## src/rtl/adventure_inventory_tracker_pkg.sv

```systemverilog
// Rooms package: room encoding, game status and item/terminal room constants.
package adventure_inventory_tracker_pkg;

  typedef enum logic [3:0] {
    R1 = 4'd0, R2 = 4'd1, R3 = 4'd2, R4 = 4'd3, R5 = 4'd4,
    R6 = 4'd5, R7 = 4'd6, R8 = 4'd7, R9 = 4'd8
  } room_states;

  typedef enum logic [1:0] {
    PLAYING = 2'b00,
    WON     = 2'b01,
    DEAD    = 2'b10
  } game_status_t;

  localparam room_states SWORD_ROOM    = R4;
  localparam room_states TREASURE_ROOM = R8;
  localparam room_states WIN_ROOM      = R6;
  localparam room_states DEATH_ROOM    = R7;

endpackage

```

## src/rtl/adventure_inventory_tracker_if.sv

```systemverilog
// Room FSM <-> inventory tracker bus. master = room FSM, slave = tracker.
interface adventure_inventory_tracker_if #(parameter int MOVE_W = 8);
  import adventure_inventory_tracker_pkg::*;

  room_states         room;
  logic               sword;
  logic               treasure;
  logic               item_evt;
  logic [MOVE_W-1:0]  moves;
  game_status_t       status;

  modport master (output room, input sword, treasure, item_evt, moves, status);
  modport slave  (input room, output sword, treasure, item_evt, moves, status);
endinterface

```

## src/rtl/adventure_inventory_tracker_item_pickup.sv

```systemverilog
// Per-item dwell counter: takes the item after PICKUP_CYCLES quiet cycles in its room.
module adventure_inventory_tracker_item_pickup
  import adventure_inventory_tracker_pkg::*;
#(
  parameter int         PICKUP_CYCLES = 4,
  parameter room_states ITEM_ROOM     = R4
) (
  input  logic       clk,
  input  logic       reset,
  input  room_states room,
  input  logic       change,
  input  logic       enable,
  output logic       held,
  output logic       evt
);
  localparam int            CW   = $clog2(PICKUP_CYCLES + 1);
  localparam logic [CW-1:0] FULL = CW'(PICKUP_CYCLES);

  logic [CW-1:0] dwell;
  logic          in_room;
  logic          pickup;

  assign in_room = (room == ITEM_ROOM);
  // A room change always wins over a pickup on the same edge.
  assign pickup  = enable && !change && in_room && !held && (dwell == FULL - 1'b1);

  // Dwell count, sticky held flag and one-cycle pickup pulse; all frozen once disabled.
  always_ff @(posedge clk or posedge reset) begin
    if (reset) begin
      dwell <= '0;
      held  <= 1'b0;
      evt   <= 1'b0;
    end else begin
      evt <= pickup;
      if (enable) begin
        if (change)                        dwell <= '0;
        else if (in_room && dwell != FULL) dwell <= dwell + 1'b1;
        if (pickup) held <= 1'b1;
      end
    end
  end
endmodule

```

## src/rtl/adventure_inventory_tracker.sv

```systemverilog
// Inventory tracker: item pickups, move counter and game status FSM.
// Optional: define MOVE_LIMIT_EN to kill the player on the change after MAX_MOVES.
module adventure_inventory_tracker
  import adventure_inventory_tracker_pkg::*;
#(
  parameter int PICKUP_CYCLES = 4,
  parameter int MOVE_W        = 8,
  parameter int MAX_MOVES     = 20
) (
  input logic                          clk,
  input logic                          reset,
  adventure_inventory_tracker_if.slave bus
);
  room_states        prev_room;
  game_status_t      state, state_nxt;
  logic [MOVE_W-1:0] moves_q, moves_nxt;
  logic              change, playing;
  logic              sword_evt, treasure_evt;

  assign change  = (bus.room != prev_room);
  assign playing = (state == PLAYING);

  // Room history, move count and status registers.
  always_ff @(posedge clk or posedge reset) begin
    if (reset) begin
      prev_room <= R1;
      state     <= PLAYING;
      moves_q   <= '0;
    end else begin
      prev_room <= bus.room;
      state     <= state_nxt;
      moves_q   <= moves_nxt;
    end
  end

  // Next status and move count; terminal states hold everything.
  always_comb begin
    state_nxt = state;
    moves_nxt = moves_q;
    if (playing) begin
      if (change) begin
`ifdef MOVE_LIMIT_EN
        if (moves_q == MOVE_W'(MAX_MOVES)) state_nxt = DEAD;
        else if (moves_q != '1)            moves_nxt = moves_q + 1'b1;
`else
        if (moves_q != '1) moves_nxt = moves_q + 1'b1;
`endif
      end
      // The move limit outranks reaching the win room.
      if (state_nxt == PLAYING) begin
        if (bus.room == WIN_ROOM)        state_nxt = WON;
        else if (bus.room == DEATH_ROOM) state_nxt = DEAD;
      end
    end
  end

  adventure_inventory_tracker_item_pickup #(
    .PICKUP_CYCLES(PICKUP_CYCLES), .ITEM_ROOM(SWORD_ROOM)
  ) u_sword (
    .clk, .reset, .room(bus.room), .change, .enable(playing),
    .held(bus.sword), .evt(sword_evt)
  );

  adventure_inventory_tracker_item_pickup #(
    .PICKUP_CYCLES(PICKUP_CYCLES), .ITEM_ROOM(TREASURE_ROOM)
  ) u_treasure (
    .clk, .reset, .room(bus.room), .change, .enable(playing),
    .held(bus.treasure), .evt(treasure_evt)
  );

  assign bus.item_evt = sword_evt | treasure_evt;
  assign bus.moves    = moves_q;
  assign bus.status   = state;
endmodule

```

## src/flat_wrapper.sv

```systemverilog
// flat-port wrapper written by rule: the top's interface ports become plain ports
module adventure_inventory_tracker_flat import adventure_inventory_tracker_pkg::*;
#(
  parameter int PICKUP_CYCLES = 4,
  parameter int MOVE_W        = 8,
  parameter int MAX_MOVES     = 20
)
  (clk, reset, bus_room, bus_sword, bus_treasure, bus_item_evt, bus_moves, bus_status);
  adventure_inventory_tracker_if #(.MOVE_W(MOVE_W)) bus_i ();
  input logic clk;
  input logic reset;
  input wire logic [$bits(bus_i.room)-1:0] bus_room;
  output wire logic [$bits(bus_i.sword)-1:0] bus_sword;
  output wire logic [$bits(bus_i.treasure)-1:0] bus_treasure;
  output wire logic [$bits(bus_i.item_evt)-1:0] bus_item_evt;
  output wire logic [$bits(bus_i.moves)-1:0] bus_moves;
  output wire logic [$bits(bus_i.status)-1:0] bus_status;
  assign bus_i.room = bus_room;
  assign bus_sword = bus_i.sword;
  assign bus_treasure = bus_i.treasure;
  assign bus_item_evt = bus_i.item_evt;
  assign bus_moves = bus_i.moves;
  assign bus_status = bus_i.status;
  adventure_inventory_tracker #(.PICKUP_CYCLES(PICKUP_CYCLES), .MOVE_W(MOVE_W), .MAX_MOVES(MAX_MOVES)) u_core (.clk(clk), .reset(reset), .bus(bus_i));
endmodule
```

## config.mk

```make
export PLATFORM = sky130hd
export DESIGN_NAME = adventure_inventory_tracker_flat
export DESIGN_NICKNAME = d
export VERILOG_FILES = /design/src/rtl/adventure_inventory_tracker_pkg.sv /design/src/rtl/adventure_inventory_tracker_if.sv /design/src/rtl/adventure_inventory_tracker_item_pickup.sv /design/src/rtl/adventure_inventory_tracker.sv /design/src/flat_wrapper.sv
export SDC_FILE = /design/constraint.sdc
export NUM_CORES = 1
export LEC_CHECK = 0
export ABC_AREA = 1
export CAP_MARGIN = 10
export CORE_ASPECT_RATIO = 1.75
export CORE_MARGIN = 3
export CORE_UTILIZATION = 45
export CTS_CLUSTER_DIAMETER = 200
export DETAILED_ROUTE_END_ITERATION = 6
export HOLD_SLACK_MARGIN = 0.06
export MAX_ROUTING_LAYER = met4
export PLACE_DENSITY_LB_ADDON = 0.1
export REMOVE_ABC_BUFFERS = 1
export SLEW_MARGIN = 20
export SYNTH_ARGS = -nofsm -noshare
export SYNTH_HDL_FRONTEND = slang
export SYNTH_SLANG_ARGS = --single-unit
```

## constraint.sdc

```tcl
create_clock -name clk -period 1.4 [get_ports clk]
set_input_delay 0.21 -clock clk [delete_from_list [all_inputs] [get_ports clk]]
set_output_delay 0.21 -clock clk [all_outputs]
set_load 0.02 [all_outputs]
```

**After elaboration in Yosys (flattened, before gate mapping)**

Cells that the tools add are included.

- Register bits after elaboration: 24
- Output and inout port bits: 13

- Eq/ne operators: 10
- Bitwise logic cells: 1
- Mux-type cells: 6
- $add $sub $neg: 3
- Reductions and logical operators: 22

Operator list:

| cell | count |
|---|---|
| 4-bit by 3-bit equality test with 1-bit output, second input constant | 3 |
| 3-bit 2-to-1 mux | 4 |
| 2-bit AND reduction | 5 |
| 1-bit logical AND | 9 |
| 8-bit by 1-bit adder with 8-bit output, second input constant | 1 |
| 8-bit != test, second input constant | 1 |
| 3-bit by 1-bit adder with 3-bit output, second input constant | 2 |
| 3-bit by 2-bit equality test with 1-bit output, second input constant | 2 |
| 3-bit != test, second input constant | 2 |
| 2-bit nonzero test | 3 |
| 4-bit by 2-bit equality test with 1-bit output, second input constant | 1 |
| 2-bit 2-to-1 mux | 2 |
| 4-bit != test | 1 |
| 1-bit logical NOT | 3 |
| 3-bit AND reduction | 1 |
| 2-bit logical NOT | 1 |
| 1-bit OR | 1 |

**Logic depth before layout (Yosys ltp)**

Gate-level depths: netlist (run 1).

- Word-level depth: 7
- Mapped depth: 9
- Mapped depth without buffers: 9

**Hierarchy**

A second synthesis (run 1) with hierarchy kept.

- Cell total of the unflattened synthesis: 177
- Area total of the unflattened synthesis: 1395.1 um^2

By module, submodules not included:

| module | area an instance (um^2) | instances | cells an instance | seq. area each (um^2) |
|---|---|---|---|---|
| adventure_inventory_tracker | 778.2 | 1 | 99 | 350.3 |
| adventure_inventory_tracker_item_pickup at u_core.u_treasure | 325.3 | 1 | 40 | 125.1 |
| adventure_inventory_tracker_item_pickup at u_core.u_sword | 291.5 | 1 | 38 | 125.1 |

**Worst setup path after synthesis (run 1)**

Ideal clock, no wire load.

- Path type: flip-flop to flip-flop
- Start: register u_core.moves_q[0], in the netlist u_core.bus.moves[0]
- End: register u_core.moves_q[2], in the netlist u_core.bus.moves[2]
- Path buffers: 0
- Required time: 1.278 ns
- Setup slack: -0.053 ns
- Arrival time: 1.331 ns
- Stages on the path, launching flop included: 8
- Cell sequence: dfrtp_1 ha_1 inv_1 nor2_2 a21boi_4 nand2_4 nand2_1 o21ai_2

- Longest elaborated chain between the ends: 2
- Elaborated cells between the ends (all ways): 3
- Classes of those cells: add/sub: 1; eq/ne: 1; reduce/logical: 1

Ends and longest elaborated chain:

| what | line | source |
|---|---|---|
| from (decl) | adventure_inventory_tracker.sv:16 | `logic [MOVE_W-1:0] moves_q, moves_nxt;` |
| from (signal assigned) | adventure_inventory_tracker.sv:32 | `moves_q <= moves_nxt;` |
| branches (longest 2 deep; another with 8-bit by 1-bit adder with 8-bit output) | - |  |

Several ways; the timed one is not identified.
A chain may end at the register's enable or synchronous reset.

**Final worst setup path (run 1)**

Ends and elaborated chain as after synthesis.

==> results.tsv, run 1 <==
stage	metric	value	unit
critical_path	slowest CP cell	dfrtp_1	
worst_hold_path	min-delay worst type	in2reg	
critical_path	R2R Path Start	u_core.bus.moves[0]$_DFFE_PP0P_	
detailed_routing	Vias	1189	
layout	Final Util	60.7	%
power_and_ir_drop	Pint	936	uW
layout	final net count	226	
detailed_routing	Met2 Wirelength	1620	um
power_and_ir_drop	PD cells	671	mW/mm2
timing	worst-margin pin slew	312	ps
logic_synthesis	register area share after synthesis	42.7	%
clock_network	Sink Count	24	
power_and_ir_drop	static leakage	0.00104	uW
critical_path	data required time of the critical path	1550	ps
detailed_routing	met3 routed WL	54	um
global_route	first-pass GRT wire length	4730	um
place	pre-CTS setup slack	-218	ps
global_route	initial antenna violation count	0	
critical_path	Worst setup SP type	flip-flop	
run	max cap viols	0	
timing	RSZ-0062 raised after global routing	yes	
floorplanning	die height	80.0	um
floorplanning	top-level I/O count	19	
floorplanning	die width	48.3	um
detailed_routing	met1 wire length	1050	um
place	Port Buffers	18	
clock_network	TritonCTS clock tree	built	
clock_network	Worst-path clk slew	80	ps
clock_network	CTS Buf Count	3	
global_route	Overflow after GRT	0	
layout	area delta synth->final	27.8	%
logic_synthesis	Mapped Area	0.00141	mm2
detailed_routing	DRT Wirelength	2800	um
critical_path	r2r worst-path depth	7	
detailed_routing	routed length per instance	11.1	um
timing	Hold Vio Cnt, Final	0	
detailed_routing	DRT Pass-1 Iters	4	
detailed_routing	Final ANT Viol Nets	0	
place	routability cong.	0.807	
logic_synthesis	Syn Area/Cell	8.08	um2
timing	min cycle time layout	1330	ps
detailed_routing	drt via density	4.70	
critical_path	worst reg2reg path endpoint	u_core.bus.moves[2]$_DFFE_PP0P_	
timing	Worst Skew	3.53	ps
run_status	status	completed	
power_and_ir_drop	Clock power frac	32.6	%
timing	slew margin rel.	79.2	%
floorplanning	Rows	26	
global_route	largest net degree at the start of global routing	25	
layout	Antenna Cells	0	
layout	fillers	281	
place	area post-placement	0.00174	mm2
global_route	number of global-route vias before repair	1139	
floorplanning	full die area	0.00386	mm2
layout	sequential standard cell area	601	um2
critical_path	critical path endpoint category	flip-flop	
power_and_ir_drop	switching power share of the total	22.4	%
clock_network	H-tree depth	1	
clock_network	CTS max path bufs	2	
layout	share of layout cells above drive strength 1	21.8	%
critical_path	CP cell instances	ha_1, inv_2, nor2_4, a21boi_4, nand2_4, nand2_1, o21ai_2	
floorplanning	Core Region	0.00296	mm2
timing	final worst slack	74.7	ps
critical_path	R2R Setup Slk	70	ps
place	DPL Wire Length	2270	um
clock_network	CTS Root Cell	clkbuf_8	
power_and_ir_drop	Net Sw Power	270	uW
timing	Final Hold Slack	183	ps
timing	final setup vio count	0	
worst_hold_path	Worst Hold Launch	bus_room[0]	
clock_network	Hold Buf Count CTS	0	
timing	Final Max Tran Viols	0	
logic_synthesis	post-synthesis cell count	174	
critical_path	crit path max fanout	10	
worst_hold_path	Hold Path Depth	1	
layout	Final Cell Area	0.00180	mm2
logic_synthesis	number of unique standard cell types used by synthesis	23	
timing	crit share post-route	94.7	%
detailed_routing	Iter 0 DRT Violations	24	
logic_synthesis	Synth Warn #	0	
critical_path	critical path arrival	1470	ps
critical_path	kind of critical path	reg2reg	
logic_synthesis	Yosys reg bits	24	
power_and_ir_drop	Worst VDD drop	0.000415	V
layout	footprint of the multi-input gates	699	um2
worst_hold_path	hold endpoint	u_core.prev_room[0]$_DFF_PP0_	
global_route	gr usage total	17.1	%
power_and_ir_drop	sequential share of power	58.3	%
timing	fmax	0.755	GHz
critical_path	Crit path largest cell delay	410	ps
detailed_routing	drc violations	0	
power_and_ir_drop	combinational share of power	9.1	%
detailed_routing	highest routed layer	met4	
floorplanning	Starting Density	47.5	%
clock_network	clk_lat worst skew	260	ps
==> state kept, by name, indices dropped and copies added (netlist names) <==
name                     flops
u_core.bus.moves             8
u_core.prev_room             4
u_core.u_sword.dwell         3
u_core.u_treasure.dwell      3
u_core.bus.status            2
u_core.u_sword.evt           1
u_core.u_sword.held          1
u_core.u_treasure.evt        1
u_core.u_treasure.held       1
==> worst max path at each step <==
| stage | to | slack (ps) | start | depth (start not counted) |
|---|---|---|---|---|
| after detailed placement | u_core.u_treasure.held$_DFFE_PP0P_ | -220 | bus_room[2] | 9 |
| after CTS | bus_item_evt | 20 | u_core.u_treasure.evt$_DFF_PP0_ | 2 |
| after global routing | u_core.u_sword.dwell[0]$_DFFE_PP0P_ | -9 | bus_room[2] | 9 |
| final | u_core.bus.moves[2]$_DFFE_PP0P_ | 70 | u_core.bus.moves[0]$_DFFE_PP0P_ | 7 |
| after global placement | u_core.u_sword.dwell[2]$_DFFE_PP0P_ | -220 | bus_room[1] | 9 |
| after floorplan | u_core.bus.moves[2]$_DFFE_PP0P_ | -50 | u_core.bus.moves[0]$_DFFE_PP0P_ | 7 |
==> placed cells by master, fill, tap and decap left out, types with 3 or more instances in the layout <==
| cell | count |
|---|---|
| o21ai_0 | 3 |
| nand3_1 | 13 |
| buf_4 | 16 |
| nor2_1 | 6 |
| nand2_2 | 3 |
| clkbuf_8 | 3 |
| dfrtp_1 | 24 |
| dlymetal6s2s_1 | 3 |
| ha_1 | 7 |
| dlygate4sd2_1 | 12 |
| nor2_2 | 6 |
| nor2_4 | 3 |
| nand4_1 | 4 |
| xnor2_1 | 4 |
| nand2_4 | 3 |
| inv_2 | 4 |
| inv_1 | 27 |
| nand2_1 | 56 |
==> cells in the mapped netlist, drive strengths merged <==
library cell	count	share of area, %
inv	31	8.3
nor2	16	7.4
xnor2	4	2.5
nand3	14	5.3
or2	1	0.45
nand3b	1	0.53
o41ai	1	0.62
ha	7	6.2
nand4	4	1.8
dfrtp	24	43
xor2	2	1.2
o21ai	5	2.3
nand2	62	19
a31o	1	0.62
a21boi	1	1.3
==> power groups by stage <==
| stage | sequential [uW] | clock (uW) | combinational, uW |
|---|---|---|---|
| final | 703 | 393 | 110 |
| after global routing | 704 | 439 | 123 |
| after CTS | 703 | 420 | 112 |
| after floorplan | 716 | 0 | 59.8 |
| after detailed placement | 717 | 0 | 112 |
| after global placement | 716 | 0 | 110 |
==> timing repair <==
action                     4_1_cts  5_1_grt
setup endpoints to repair       13       17
hold endpoints to repair         0        0
resized for setup               15        8
setup buffers                    0        2
pin swaps                        0        2
==> metrics by stage <==
step	std cells	power (uW)	TNS (ps)
floorplan	174	775	-283
global placement	248	827	-2990
detailed placement	248	828	-3420
CTS	251	1230	0
global route	253	1270	-9.00
finish	253	1210	0
==> critical path, delay by kind of cell, from the launching register on <==
| kind | cells | cell delay (ps) |
|---|---|---|
| flops | 1 | 410 |
| compound gates | 2 | 240 |
| fa+ha+maj | 1 | 230 |
| simple gates | 3 | 260 |
| buf+inv | 1 | 70 |
==> logic make-up (layout without fill, tap and decap cells) <==
logic type | after synthesis | after routing | synth area share, %
adders and majority gates | 7 | 7 | 6.23
DFF | 24 | 24 | 42.7
buffers and inverters | 31 | 68 | 8.27
AOI/OAI and AO/OA | 8 | 8 | 4.89
xor gates and xnor gates | 6 | 6 | 3.74
and+or+nand+nor | 98 | 98 | 34.2
==> per-layer routing <==
metal / up-vias / track usage (%)
met3: 6 / 2.03
li1: 607 / -
met2: 18 / 29.5
met4: 0 / 8.36
met5: - / -
met1: 558 / 17.9
==> final cells by class <==
cell class	instances	share of cell area, %
Inverter	31	6.47
Clock buffer	3	2.30
Tap cell	42	2.92
Sequential cell	24	33.4
Timing Repair Buffer	34	16.0
Multi-Input combinational cell	119	38.9
No activity file was read; power rests on OpenSTA's default activity.
==> inputs of run 2 (changes only) <==
--- a/config.mk
+++ b/config.mk
@@ -6,6 +6,7 @@
 export NUM_CORES = 1
 export LEC_CHECK = 0
 export ABC_AREA = 1
+export ABC_CLOCK_PERIOD_IN_PS = 1400
 export CAP_MARGIN = 10
 export CORE_ASPECT_RATIO = 1.75
 export CORE_MARGIN = 3
==> results of run 2 <==
No change in the layout: final DEF, timing and power equal those of run 1.
==> inputs of run 3 (changes only) <==
--- a/config.mk
+++ b/config.mk
@@ -8,7 +8,7 @@
 export ABC_AREA = 1
 export ABC_CLOCK_PERIOD_IN_PS = 1400
 export CAP_MARGIN = 10
-export CORE_ASPECT_RATIO = 1.75
+export CORE_ASPECT_RATIO = 1.25
 export CORE_MARGIN = 3
 export CORE_UTILIZATION = 45
 export CTS_CLUSTER_DIAMETER = 200
==> run 3 against run 2 <==
Compared with the run above: flip-flop and latch count did not move; design area fell by 2.3%; die area fell by 0.59%; via count fell by 1.6%; critical path type is now reg2out.
==> results.tsv, run 3 (synthesis results as in run 1) <==
stage	metric	value	unit
run_status	status	completed	
detailed_routing	Iter 0 DRT Violations	46	
layout	final net count	222	
floorplanning	full die area	0.00384	mm2
detailed_routing	Final ANT Viol Nets	0	
clock_network	Worst-path clk slew	140	ps
critical_path	r2r worst-path depth	7	
place	DPL Wire Length	2120	um
detailed_routing	drt via density	4.80	
floorplanning	die height	68.5	um
layout	sequential standard cell area	603	um2
place	Port Buffers	18	
global_route	first-pass GRT wire length	4700	um
floorplanning	die width	56	um
critical_path	crit path max fanout	3	
critical_path	Worst setup SP type	flip-flop	
timing	RSZ-0062 raised after global routing	yes	
global_route	Overflow after GRT	0	
global_route	gr usage total	15.8	%
place	area post-placement	0.00170	mm2
clock_network	Sink Count	24	
critical_path	Worst path top cell family by delay	flip-flops	
timing	Worst Skew	7.25	ps
detailed_routing	DRT Pass-1 Iters	2	
global_route	number of global-route vias before repair	1168	
layout	most common cell after layout, fill and taps aside	nand2_1	
timing	Hold Vio Cnt, Final	0	
layout	Antenna Cells	0	
layout	Final Cell Area	0.00176	mm2
place	routability cong.	0.858	
detailed_routing	Vias	1170	
power_and_ir_drop	Final Total Pwr	1190	uW
critical_path	worst reg2reg path endpoint	u_core.bus.moves[5]$_DFFE_PP0P_	
timing	final worst slack	30.6	ps
timing	Final Max Tran Viols	0	
critical_path	sum of buffers and inverters on the critical path	1	
clock_network	CTS Buf Count	3	
layout	most frequent cells in the layout	55 x nand2_1, 27 x inv_1, 22 x dfrtp_1, 12 x nand3_1, 11 x dlygate4sd2_1	
detailed_routing	routed length per instance	11.4	um
clock_network	CTS max path bufs	2	
critical_path	data required time of the critical path	1190	ps
timing	slew margin rel.	78.9	%
floorplanning	top-level I/O count	19	
critical_path	R2R Path Start	u_core.bus.moves[1]$_DFFE_PP0P_	
critical_path	CP cell instances	dlygate4sd2_1	
global_route	largest net degree at the start of global routing	25	
critical_path	critical path arrival	1160	ps
clock_network	H-tree depth	1	
global_route	initial antenna violation count	0	
place	pre-CTS setup slack	-235	ps
layout	footprint of the multi-input gates	711	um2
timing	setup_tns	0	ps
power_and_ir_drop	PD cells	676	mW/mm2
timing	worst-margin pin slew	316	ps
floorplanning	Rows	22	
critical_path	Crit path largest cell delay	480	ps
timing	min cycle time layout	1370	ps
detailed_routing	drc violations	0	
layout	area delta synth->final	24.9	%
floorplanning	Starting Density	47.3	%
timing	crit share post-route	97.8	%
layout	share of layout cells above drive strength 1	22.6	%
critical_path	R2R Setup Slk	50	ps
critical_path	kind of critical path	reg2out	
critical_path	slowest CP cell	dfrtp_1	
clock_network	TritonCTS clock tree	built	
timing	final setup vio count	0	
timing	Final Hold Slack	226	ps
critical_path	critical path endpoint category	primary output	
clock_network	CTS Root Cell	clkbuf_4	
clock_network	clk_lat worst skew	320	ps
timing	fmax	0.730	GHz
layout	Largest register FFs	8	
power_and_ir_drop	Worst VDD drop	0.000409	V
power_and_ir_drop	static leakage	0.000988	uW
detailed_routing	DRT Wirelength	2780	um
floorplanning	Core Region	0.00297	mm2
run	max cap viols	0	
layout	fillers	277	
worst_hold_path	min-delay worst type	in2async	
[run 3: cell type report]
cell class | instances | share of cell area [%]
multi-input cells | 120 | 40.5
flip-flops and latches | 24 | 34.3
repair buffers | 29 | 14.0
clock buffers | 4 | 2.07
inverters | 31 | 6.62
well taps | 36 | 2.56
[run 3: metrics by stage]
stage / util (%) / instances
after floorplan: - / 174
after global placement: 57.2 / 237
after detailed placement: 57.2 / 237
after CTS: 57.7 / 241
after global routing: 59.1 / 244
final: 59.1 / 244
[run 3: report_power, final]
| group | leakage, uW | switching (uW) | internal [uW] |
|---|---|---|---|
| Combinational | 0.000660 | 64.6 | 42.6 |
| Sequential | 0.000307 | 4.54 | 699 |
| Clock | 0.0000210 | 218 | 159 |
| Total | 0.000988 | 287 | 900 |
[run 3: per-layer routing]
metal / global-route usage [%] / wire length, um
met1: 16.9 / 1190
met2: 30.0 / 1510
met3: 2.23 / 62
met4: 5.93 / 16
met5: - / 0
[run 3: worst register-to-register path, delay by kind of cell (launching register included)]
| kind | cells | cell delay, ps |
|---|---|---|
| flops | 1 | 440 |
| simple gates | 3 | 250 |
| buf+inv | 1 | 50 |
| compound gates | 2 | 300 |
| fa+ha+maj | 1 | 210 |
[run 3: worst max path at each step]
stage                                           from                         endpoint  slack (ps)  cells past startpoint
finish              u_core.bus.status[1]$_DFFE_PP0P_                    bus_status[1]          30                      1
global route         u_core.bus.moves[1]$_DFFE_PP0P_  u_core.bus.moves[7]$_DFFE_PP0P_         -20                      7
CTS                  u_core.bus.moves[0]$_DFFE_PP0P_  u_core.bus.moves[5]$_DFFE_PP0P_           8                      7
detailed placement                       bus_room[0]  u_core.bus.moves[2]$_DFFE_PP0P_        -230                      9
global placement                         bus_room[0]  u_core.bus.moves[5]$_DFFE_PP0P_        -200                      9
floorplan            u_core.bus.moves[0]$_DFFE_PP0P_  u_core.bus.moves[2]$_DFFE_PP0P_         -50                      7
[run 3: timing repair]
| item | CTS | global route |
|---|---|---|
| gates resized for setup | 17 | 10 |
| hold buffers | 0 | 0 |
| setup endpoints to repair | 13 | 11 |
| pin swaps | 0 | 7 |
| setup buffers | 0 | 2 |
| cloned | 0 | 1 |
